<file path="src/rtl/osd_key_queue.sv">
// osd_key_queue
// Buffers decoded UKNC keycodes from the keyboard decoder and hands each one either to
// the OSD menu (press_btn/keycode/read_kbd pulse handshake) or to the CPU keyboard port
// (cpu_valid/cpu_ready). A dedicated hot key is never queued. Instead it produces a
// 2-cycle osd_en pulse that toggles the OSD.
//
// Ports:
//  clk        in   system clock, all logic on posedge
//  rst        in   asynchronous, active-high reset
//  key_valid  in   1-cycle strobe, key_code valid
//  key_code   in   [7:0] keycode from decoder
//  osd_on     in   OSD currently displayed
//  osd_en     out  OSD toggle request (2-cycle pulse)
//  press_btn  out  key presented to OSD
//  keycode    out  [7:0] keycode presented to OSD / CPU
//  read_kbd   in   OSD consumed the key
//  cpu_valid  out  key presented to CPU
//  cpu_ready  in   CPU accepts key when cpu_valid & cpu_ready
//  overflow   out  sticky: a key was dropped because the FIFO was full
//  clr_ovf    in   clears overflow
module osd_key_queue #(
    parameter int         DEPTH  = 8,
    parameter logic [7:0] HOTKEY = 8'o13,
    parameter int         GAP    = 2
) (
    input  logic       clk,
    input  logic       rst,
    input  logic       key_valid,
    input  logic [7:0] key_code,
    input  logic       osd_on,
    output logic       osd_en,
    output logic       press_btn,
    output logic [7:0] keycode,
    input  logic       read_kbd,
    output logic       cpu_valid,
    input  logic       cpu_ready,
    output logic       overflow,
    input  logic       clr_ovf
);

    localparam int AW = $clog2(DEPTH);
    localparam int GW = $clog2(GAP);

    typedef enum logic [1:0] {IDLE, PRES_OSD, GAP_OSD, PRES_CPU} state_t;

    logic [7:0]  mem_r [DEPTH];
    logic [AW-1:0] wr_ptr_r, rd_ptr_r;
    logic [AW:0] count_r;
    state_t      state_r, state_nxt_s;
    logic [GW-1:0] gap_cnt_r, gap_cnt_nxt_s;
    logic        press_btn_r, press_nxt_s;
    logic        cpu_valid_r, cpu_nxt_s;
    logic [7:0]  keycode_r;
    logic        osd_en_r, hot_cnt_r;
    logic        overflow_r;
    logic        osd_on_d_r;

    logic flush_s, hot_s, empty_s, full_s, pop_s, enq_s, drop_s;

    // Any osd_on edge empties the queue so keys never cross between menu and CPU.
    assign flush_s = osd_on ^ osd_on_d_r;
    assign hot_s   = key_valid & (key_code == HOTKEY);
    assign empty_s = (count_r == {(AW+1){1'b0}});
    assign full_s  = (count_r == (AW+1)'(DEPTH));
    // A pop in the same cycle frees a slot; a flush always leaves room for the new key.
    assign enq_s   = key_valid & ~hot_s & (~full_s | pop_s | flush_s);
    assign drop_s  = key_valid & ~hot_s & full_s & ~pop_s & ~flush_s;

    // Next-state and next-output logic of the presentation FSM.
    always_comb begin
        state_nxt_s   = state_r;
        gap_cnt_nxt_s = gap_cnt_r;
        press_nxt_s   = 1'b0;
        cpu_nxt_s     = 1'b0;
        pop_s         = 1'b0;
        case (state_r)
            IDLE: begin
                // No pop during a flush: the head is being discarded this cycle.
                if (!empty_s && !flush_s) begin
                    pop_s = 1'b1;
                    if (osd_on) begin
                        state_nxt_s = PRES_OSD;
                        press_nxt_s = 1'b1;
                    end else begin
                        state_nxt_s = PRES_CPU;
                        cpu_nxt_s   = 1'b1;
                    end
                end else begin
                    state_nxt_s = IDLE;
                end
            end
            PRES_OSD: begin
                if (!osd_on) begin
                    state_nxt_s = IDLE;           // menu closed: key discarded
                end else if (read_kbd) begin
                    state_nxt_s   = GAP_OSD;
                    gap_cnt_nxt_s = {GW{1'b0}};
                end else begin
                    press_nxt_s = 1'b1;
                end
            end
            GAP_OSD: begin
                if (gap_cnt_r == GW'(GAP - 1)) begin
                    state_nxt_s = IDLE;
                end else begin
                    gap_cnt_nxt_s = gap_cnt_r + GW'(1);
                end
            end
            PRES_CPU: begin
                if (cpu_ready) begin
                    state_nxt_s = IDLE;
                end else begin
                    cpu_nxt_s = 1'b1;
                end
            end
            default: begin
                state_nxt_s = IDLE;
            end
        endcase
    end

    // FSM state, registered handshake outputs and presented keycode.
    always_ff @(posedge clk or posedge rst) begin
        if (rst) begin
            state_r     <= IDLE;
            gap_cnt_r   <= {GW{1'b0}};
            press_btn_r <= 1'b0;
            cpu_valid_r <= 1'b0;
            keycode_r   <= 8'd0;
        end else begin
            state_r     <= state_nxt_s;
            gap_cnt_r   <= gap_cnt_nxt_s;
            press_btn_r <= press_nxt_s;
            cpu_valid_r <= cpu_nxt_s;
            if (pop_s) begin
                keycode_r <= mem_r[rd_ptr_r];
            end else begin
                keycode_r <= keycode_r;
            end
        end
    end

    // FIFO storage; a flush restarts writing at slot 0.
    always_ff @(posedge clk) begin
        if (enq_s) begin
            mem_r[flush_s ? {AW{1'b0}} : wr_ptr_r] <= key_code;
        end
    end

    // FIFO pointers and occupancy.
    always_ff @(posedge clk or posedge rst) begin
        if (rst) begin
            wr_ptr_r <= {AW{1'b0}};
            rd_ptr_r <= {AW{1'b0}};
            count_r  <= {(AW+1){1'b0}};
        end else if (flush_s) begin
            rd_ptr_r <= {AW{1'b0}};
            wr_ptr_r <= enq_s ? AW'(1) : {AW{1'b0}};
            count_r  <= enq_s ? (AW+1)'(1) : {(AW+1){1'b0}};
        end else begin
            if (enq_s) wr_ptr_r <= wr_ptr_r + AW'(1);
            if (pop_s) rd_ptr_r <= rd_ptr_r + AW'(1);
            case ({enq_s, pop_s})
                2'b10:   count_r <= count_r + (AW+1)'(1);
                2'b01:   count_r <= count_r - (AW+1)'(1);
                default: count_r <= count_r;
            endcase
        end
    end

    // Hot-key pulse: 2 cycles high, new hot keys ignored while it is high.
    always_ff @(posedge clk or posedge rst) begin
        if (rst) begin
            osd_en_r  <= 1'b0;
            hot_cnt_r <= 1'b0;
        end else if (osd_en_r) begin
            osd_en_r  <= ~hot_cnt_r;
            hot_cnt_r <= ~hot_cnt_r;
        end else if (hot_s) begin
            osd_en_r  <= 1'b1;
            hot_cnt_r <= 1'b0;
        end else begin
            osd_en_r  <= 1'b0;
            hot_cnt_r <= 1'b0;
        end
    end

    // Sticky overflow; a drop wins over a simultaneous clear.
    always_ff @(posedge clk or posedge rst) begin
        if (rst) begin
            overflow_r <= 1'b0;
        end else if (drop_s) begin
            overflow_r <= 1'b1;
        end else if (clr_ovf) begin
            overflow_r <= 1'b0;
        end else begin
            overflow_r <= overflow_r;
        end
    end

    // Delayed osd_on for edge detection.
    always_ff @(posedge clk or posedge rst) begin
        if (rst) begin
            osd_on_d_r <= 1'b0;
        end else begin
            osd_on_d_r <= osd_on;
        end
    end

    assign osd_en    = osd_en_r;
    assign press_btn = press_btn_r;
    assign cpu_valid = cpu_valid_r;
    assign keycode   = keycode_r;
    assign overflow  = overflow_r;

endmodule

</file>
<file path="config.mk">
export PLATFORM = sky130hd
export DESIGN_NAME = osd_key_queue
export DESIGN_NICKNAME = d
export VERILOG_FILES = /design/src/rtl/osd_key_queue.sv
export SDC_FILE = /design/constraint.sdc
export NUM_CORES = 1
export LEC_CHECK = 0
export ABC_AREA = 1
export CAP_MARGIN = 40
export CORE_AREA = 5 5 132 71
export DETAILED_ROUTE_END_ITERATION = 6
export DIE_AREA = 0 0 137 76
export GPL_ROUTABILITY_DRIVEN = 0
export PLACE_DENSITY_LB_ADDON = 0.1
export SYNTH_ARGS = -nofsm -noshare
export SYNTH_HDL_FRONTEND = slang
export SYNTH_SLANG_ARGS = --single-unit
</file>
<file path="constraint.sdc">
create_clock -name clk -period 2.6 [get_ports clk]
set_clock_uncertainty 0.05 [all_clocks]
set_input_delay 0.26 -clock clk [delete_from_list [all_inputs] [get_ports clk]]
set_output_delay 0.26 -clock clk [all_outputs]
set_load 0.02 [all_outputs]
</file>
**Word level (Yosys, flattened, before mapping)**

Memory sizes are Yosys's and may differ from the RTL's. A register that Yosys moved wholly into a read port is not among the register bits.
Cells that the tools add are included.

- Memories kept: 1
- Register bits: 19
- Input port bits: 15
- RAM bits: 64

Memories:

| memory | words | bits a word | read ports | clocked after Yosys merged registers in | write ports | RTL line | source |
|---|---|---|---|---|---|---|---|
| mem_r | 8 | 8 | 1 | 1 | 1 | 46 | `logic [7:0] mem_r [DEPTH];` |

- Muxes and demuxes: 38
- Reductions and logical operators: 12
- Eq/ne operators: 12
- Bitwise gates (word level): 14
- Add/subtract/negate cells: 5

Operators with widths:

| cell | count |
|---|---|
| 1-bit 2-to-1 mux | 21 |
| 3-bit 2-to-1 mux | 5 |
| 2-bit 2-to-1 mux | 6 |
| 8-bit by 4-bit == test with 1-bit output (second input constant) | 1 |
| 2-bit inequality test (second input constant) | 4 |
| 2-bit one-hot mux with 4 select lines | 1 |
| 4-bit one-hot mux with 2 select lines | 1 |
| 2-bit nonzero test | 4 |
| 3-bit by 1-bit adder with 3-bit output (second input constant) | 2 |
| 1-bit bitwise AND | 6 |
| 2-bit == test (second input constant) | 3 |
| 1-bit one-hot mux with 2 select lines | 3 |
| 3-bit AND reduction | 2 |
| 1-bit inverter | 5 |
| 4-bit by 1-bit adder with 4-bit output (second input constant) | 1 |
| 2-bit by 1-bit == test with 1-bit output (second input constant) | 2 |
| 4-bit == test (second input constant) | 1 |
| 4-bit zero test | 1 |
| 4-bit 2-to-1 mux | 1 |
| 4-bit by 1-bit subtractor with 4-bit output (second input constant) | 1 |
| 3-bit inequality test (second input constant) | 1 |
| 3-bit nonzero test | 1 |
| 1-bit zero test | 2 |
| 2-bit zero test | 1 |
| other kinds (4) | 5 |

**Depth between registers and ports, before layout**

- Word-level depth: 11
- Gate-level depth with buffers: 17
- Depth with buffers taken out: 17

**Worst setup path after synthesis**

Ideal clock, no wire load.

- Path type: reg-to-reg
- Start: reg state_r[0]
- End: mem mem_r[1][0], enable pin
- Arrival: 1885 ps
- Data required time: 2155 ps
- Setup time: 395 ps
- Clock period less this slack: 2330 ps
- Stages on the path, launching flop included: 7
- Setup slack: 270 ps
- Cell sequence: dfrtp_1 > inv_1 > ha_1 > a21oi_4 > nand2_4 > nand2_4 > nor4_1

- Cells in the longest elaborated chain, start to end: 7

Ends and longest elaborated chain:

| what | RTL line | source |
|---|---|---|
| start, declared | 49 | `state_t state_r, state_nxt_s;` |
| start signal, assigned | 131 | `state_r <= state_nxt_s;` |
| 2-bit zero test | 76 | `case (state_r)` |
| 1-bit 2-to-1 mux | 76 |  |
| 1-bit bitwise OR (2 in a row) | 66 | `assign enq_s = key_valid & ~hot_s & (~full_s \| pop_s \| flush_s);` |
| 1-bit bitwise AND | 66 |  |
| 1-bit 2-to-1 mux | 145 | `if (enq_s) begin` |
| 1-bit 2-to-1 mux | 146 | `mem_r[flush_s ? {AW{1'b0}} : wr_ptr_r] <= key_code;` |
| end, declared | 46 |  |

No other way between the ends.

**Worst setup path after layout**

- Start: reg state_r[0]
- End: reg count_r[3]

- Cells in the longest elaborated chain, start to end: 8
- Elaborated cells on any way between the ends: 10
- Classes of those cells: eq/ne (2); mux (3); bitwise (3); reduce/logical (2)

Ends and longest elaborated chain:

| what | RTL line | source |
|---|---|---|
| 2-bit zero test * | 76 |  |
| 1-bit 2-to-1 mux * | 76 |  |
| 1-bit bitwise OR (2 in a row) | 66 |  |
| 1-bit bitwise AND | 66 |  |
| 2-bit by 1-bit == test with 1-bit output / 2-bit == test (equally long branches) | 163 | `case ({enq_s, pop_s})` |
| 4-bit one-hot mux with 2 select lines | 163 |  |
| 4-bit 2-to-1 mux | 156 | `end else if (flush_s) begin` |
| end signal, assigned | 155 | `count_r <= {(AW+1){1'b0}};` |
| end signal, assigned | 164 | `2'b10: count_r <= count_r + (AW+1)'(1);` |
| end signal, assigned | 165 | `2'b01: count_r <= count_r - (AW+1)'(1);` |
| end, declared | 48 | `logic [AW:0] count_r;` |

Every way passes the cells marked *; elsewhere a longest branch is shown, timed or not.
A chain may end at the register's enable or synchronous reset.

==> flow_metrics.env <==
export IMPL_drv_slew=0
export IMPL_layout_cells_non_filler=537
export IMPL_cts_tree="yes"
export IMPL_syn_nets=386
export IMPL_grt_overflow_total=0
export IMPL_io_buffer_count=26
export IMPL_area_growth_pct=21.41
export IMPL_finalHoldViolCount=0
export IMPL_via_per_inst=5.117
export IMPL_synth_edff_count=64
export IMPL_syn_area_um2=4021
export IMPL_avgRoutedWirePerCell_um=16.75
export IMPL_clk_path_buf_depth=2
export IMPL_finalPower_mw=4.708
export IMPL_hpwl_um=6006
export IMPL_max_cap_violations=0
export IMPL_setup_slack_ps=176.1
export IMPL_grt_antenna_before_repair=0
export IMPL_dp_cells=521
export IMPL_path_class="reg2reg"
export IMPL_ant_nets=0
export IMPL_rsz0062_at_grt="no"
export IMPL_num_vias=2748
export IMPL_final_nets=440
export IMPL_ys_warn_count=0
export IMPL_cp_start_kind="flop"
export IMPL_worst_endpoint_required_ps=2780
export IMPL_grt_pass1_vias=2595
export IMPL_fin_crit_sh_pct=93.23
export IMPL_grt_max_degree=35
export IMPL_rows=24
export IMPL_core_area_um2=8258
export IMPL_pwr_density_cell_nw_per_um2=964.3
export IMPL_initial_core_util_pct=48.70
export IMPL_yosys_top_cells_area="edfxtp_1, dfrtp_1, nor2_1, o21ai_0, nand2_1"
export IMPL_yosysMostFrequentCell="edfxtp_1"
export IMPL_setup_viol=0
export IMPL_post_cts_setup_buffers=0
export IMPL_worst_pin_slew_ps=556.7
export IMPL_htreeDepth=3
export IMPL_min_delay_path_class="in2async"
export IMPL_dieArea_um2=10410
export IMPL_syn_avg_cell_area_um2=11.14
export IMPL_cts_buffers=9
export IMPL_r2r_setup_slack_ps=180
export IMPL_diodes=0
export IMPL_track_usage_pct=18.23
export IMPL_pre_cts_slack_ps=-93.05
export IMPL_clk_latency_ps=340
export IMPL_setup_tns_ps=0
export IMPL_pin_count=27
export IMPL_fin_crit_ps=2424
export IMPL_grt_pass1_wl_um=14080
export IMPL_final_util_pct=59.12
export IMPL_ys_seq_area_share_pct=64.59
export IMPL_rr_startpoint="state_r[0]"
export IMPL_ir_drop_uv=419.2
export IMPL_yosysTopAreaCell="edfxtp_1"
export IMPL_p_leak_nw=1.986
export IMPL_synthArstFlopShare_pct=29.67
export IMPL_reg2regPathDepth=14
export IMPL_path_clk_slew_ps=60
export IMPL_first_pass_iters=5
export IMPL_drt_iter0_markers=258
export IMPL_cts_root_buf="clkbuf_16"
export IMPL_hold_buffers=0
export IMPL_synth_top_cell_area_share_pct=47.79
export IMPL_worstPathMaxFanout=4
export IMPL_placed_cell_area_um2=4597
export IMPL_cp_arrival_ps=2600
export IMPL_endpoint_kind="flop"
export IMPL_holdWs_ps=245.7
export IMPL_fmax_ghz=0.4126
export IMPL_slew_headroom_pct=62.65
export IMPL_cts_resized=0
export IMPL_status="complete, no violations"
export IMPL_drive_above_1_share_pct=16.19
export IMPL_rr_endpoint="count_r[3]"
export IMPL_die_w_um=137
export IMPL_synth_seq_cells=91
export IMPL_postLayoutCellArea_um2=4882
export IMPL_die_h_um=76
export IMPL_clock_sinks=91
export IMPL_synth_ff_type="edfxtp_1"
export IMPL_wl_um=8993
export IMPL_yosys_top_cells_count="edfxtp_1, nor2_1, nand2_1"
export IMPL_synth_distinct_cells=33
export IMPL_postSynthCellCount=361
export IMPL_drc_errors=0
[cells in the final DEF (no fill, tap or decap), drive strengths merged, types with 2 or more instances in the layout]
master and count:
nand3 13, inv 26, ha 9, a22o 2, edfxtp 64, o22ai 3
clkdlybuf4s50 26, o21ai 45, clkbuf 10, nor2 64, clkinv 5, o211ai 17
dfrtp 27, o31ai 2, a21oi 8, nand2 60, buf 31
[routing by layer]
layer | GRT usage, % | vias to the layer above | wire, um
met1 | 29.29 | 1325 | 4588
met3 | 6.794 | 10 | 719
met4 | 3.586 | 0 | 93
li1 | - | 1351 | -
met5 | 0 | - | 0
met2 | 23.22 | 62 | 3590
[worst max-delay path by stage]
stage                startpoint     endpoint  slack [ps]  cells past startpoint
finish               state_r[0]   count_r[3]         180                     14
global route         state_r[1]   count_r[3]          50                     14
CTS                  state_r[0]   count_r[3]         190                     14
detailed placement  key_code[1]   count_r[3]         -90                     17
global placement    key_code[1]   count_r[3]          -5                     17
floorplan            state_r[0]  mem_r[1][0]         270                      6
[worst max-delay path: stages (launching register included)]
cell and delay [ps]:
dfrtp_1 420, inv_1 120, ha_1 360, nand4_4 140, inv_1 120, ha_1 270
a21oi_1 160, nand2_1 80, or2_2 270, nand2_1 90, inv_1 40, nand2_1 50
nand2_1 50, nand2_1 60, nand2_1 50
[power breakdown]
part           switching [mW]  leakage, nW  internal [mW]  total, mW
clock                   0.533        0.140          0.737       1.27
sequential              0.117        0.930           1.74       1.86
combinational           0.971        0.916          0.611       1.58
[logic make-up after synthesis]
logic type / synth area share [%]
fa+ha+maj: 3.298
flops: 64.59
buf+inv: 4.387
simple gates: 15.65
compound gates: 11.85
xor+xnor: 0.2178
[flip-flops by register name, indices dropped and copies added, names as in the netlist, 2 cells and up]
| register | cells |
|---|---|
| count_r | 4 |
| keycode | 8 |
| mem_r | 64 |
| rd_ptr_r | 3 |
| state_r | 2 |
| wr_ptr_r | 3 |
[area by class of cell]
class | instances | area (um^2)
inverters | 27 | 106.4
flip-flops and latches | 91 | 2597
well taps | 117 | 146.4
fillers | 692 | 3376
repair buffers | 57 | 493.0
clock buffers | 10 | 229.0
multi-input cells | 229 | 1254
clock inverters | 6 | 56.30
No activity file was read; power rests on OpenSTA's default activity.
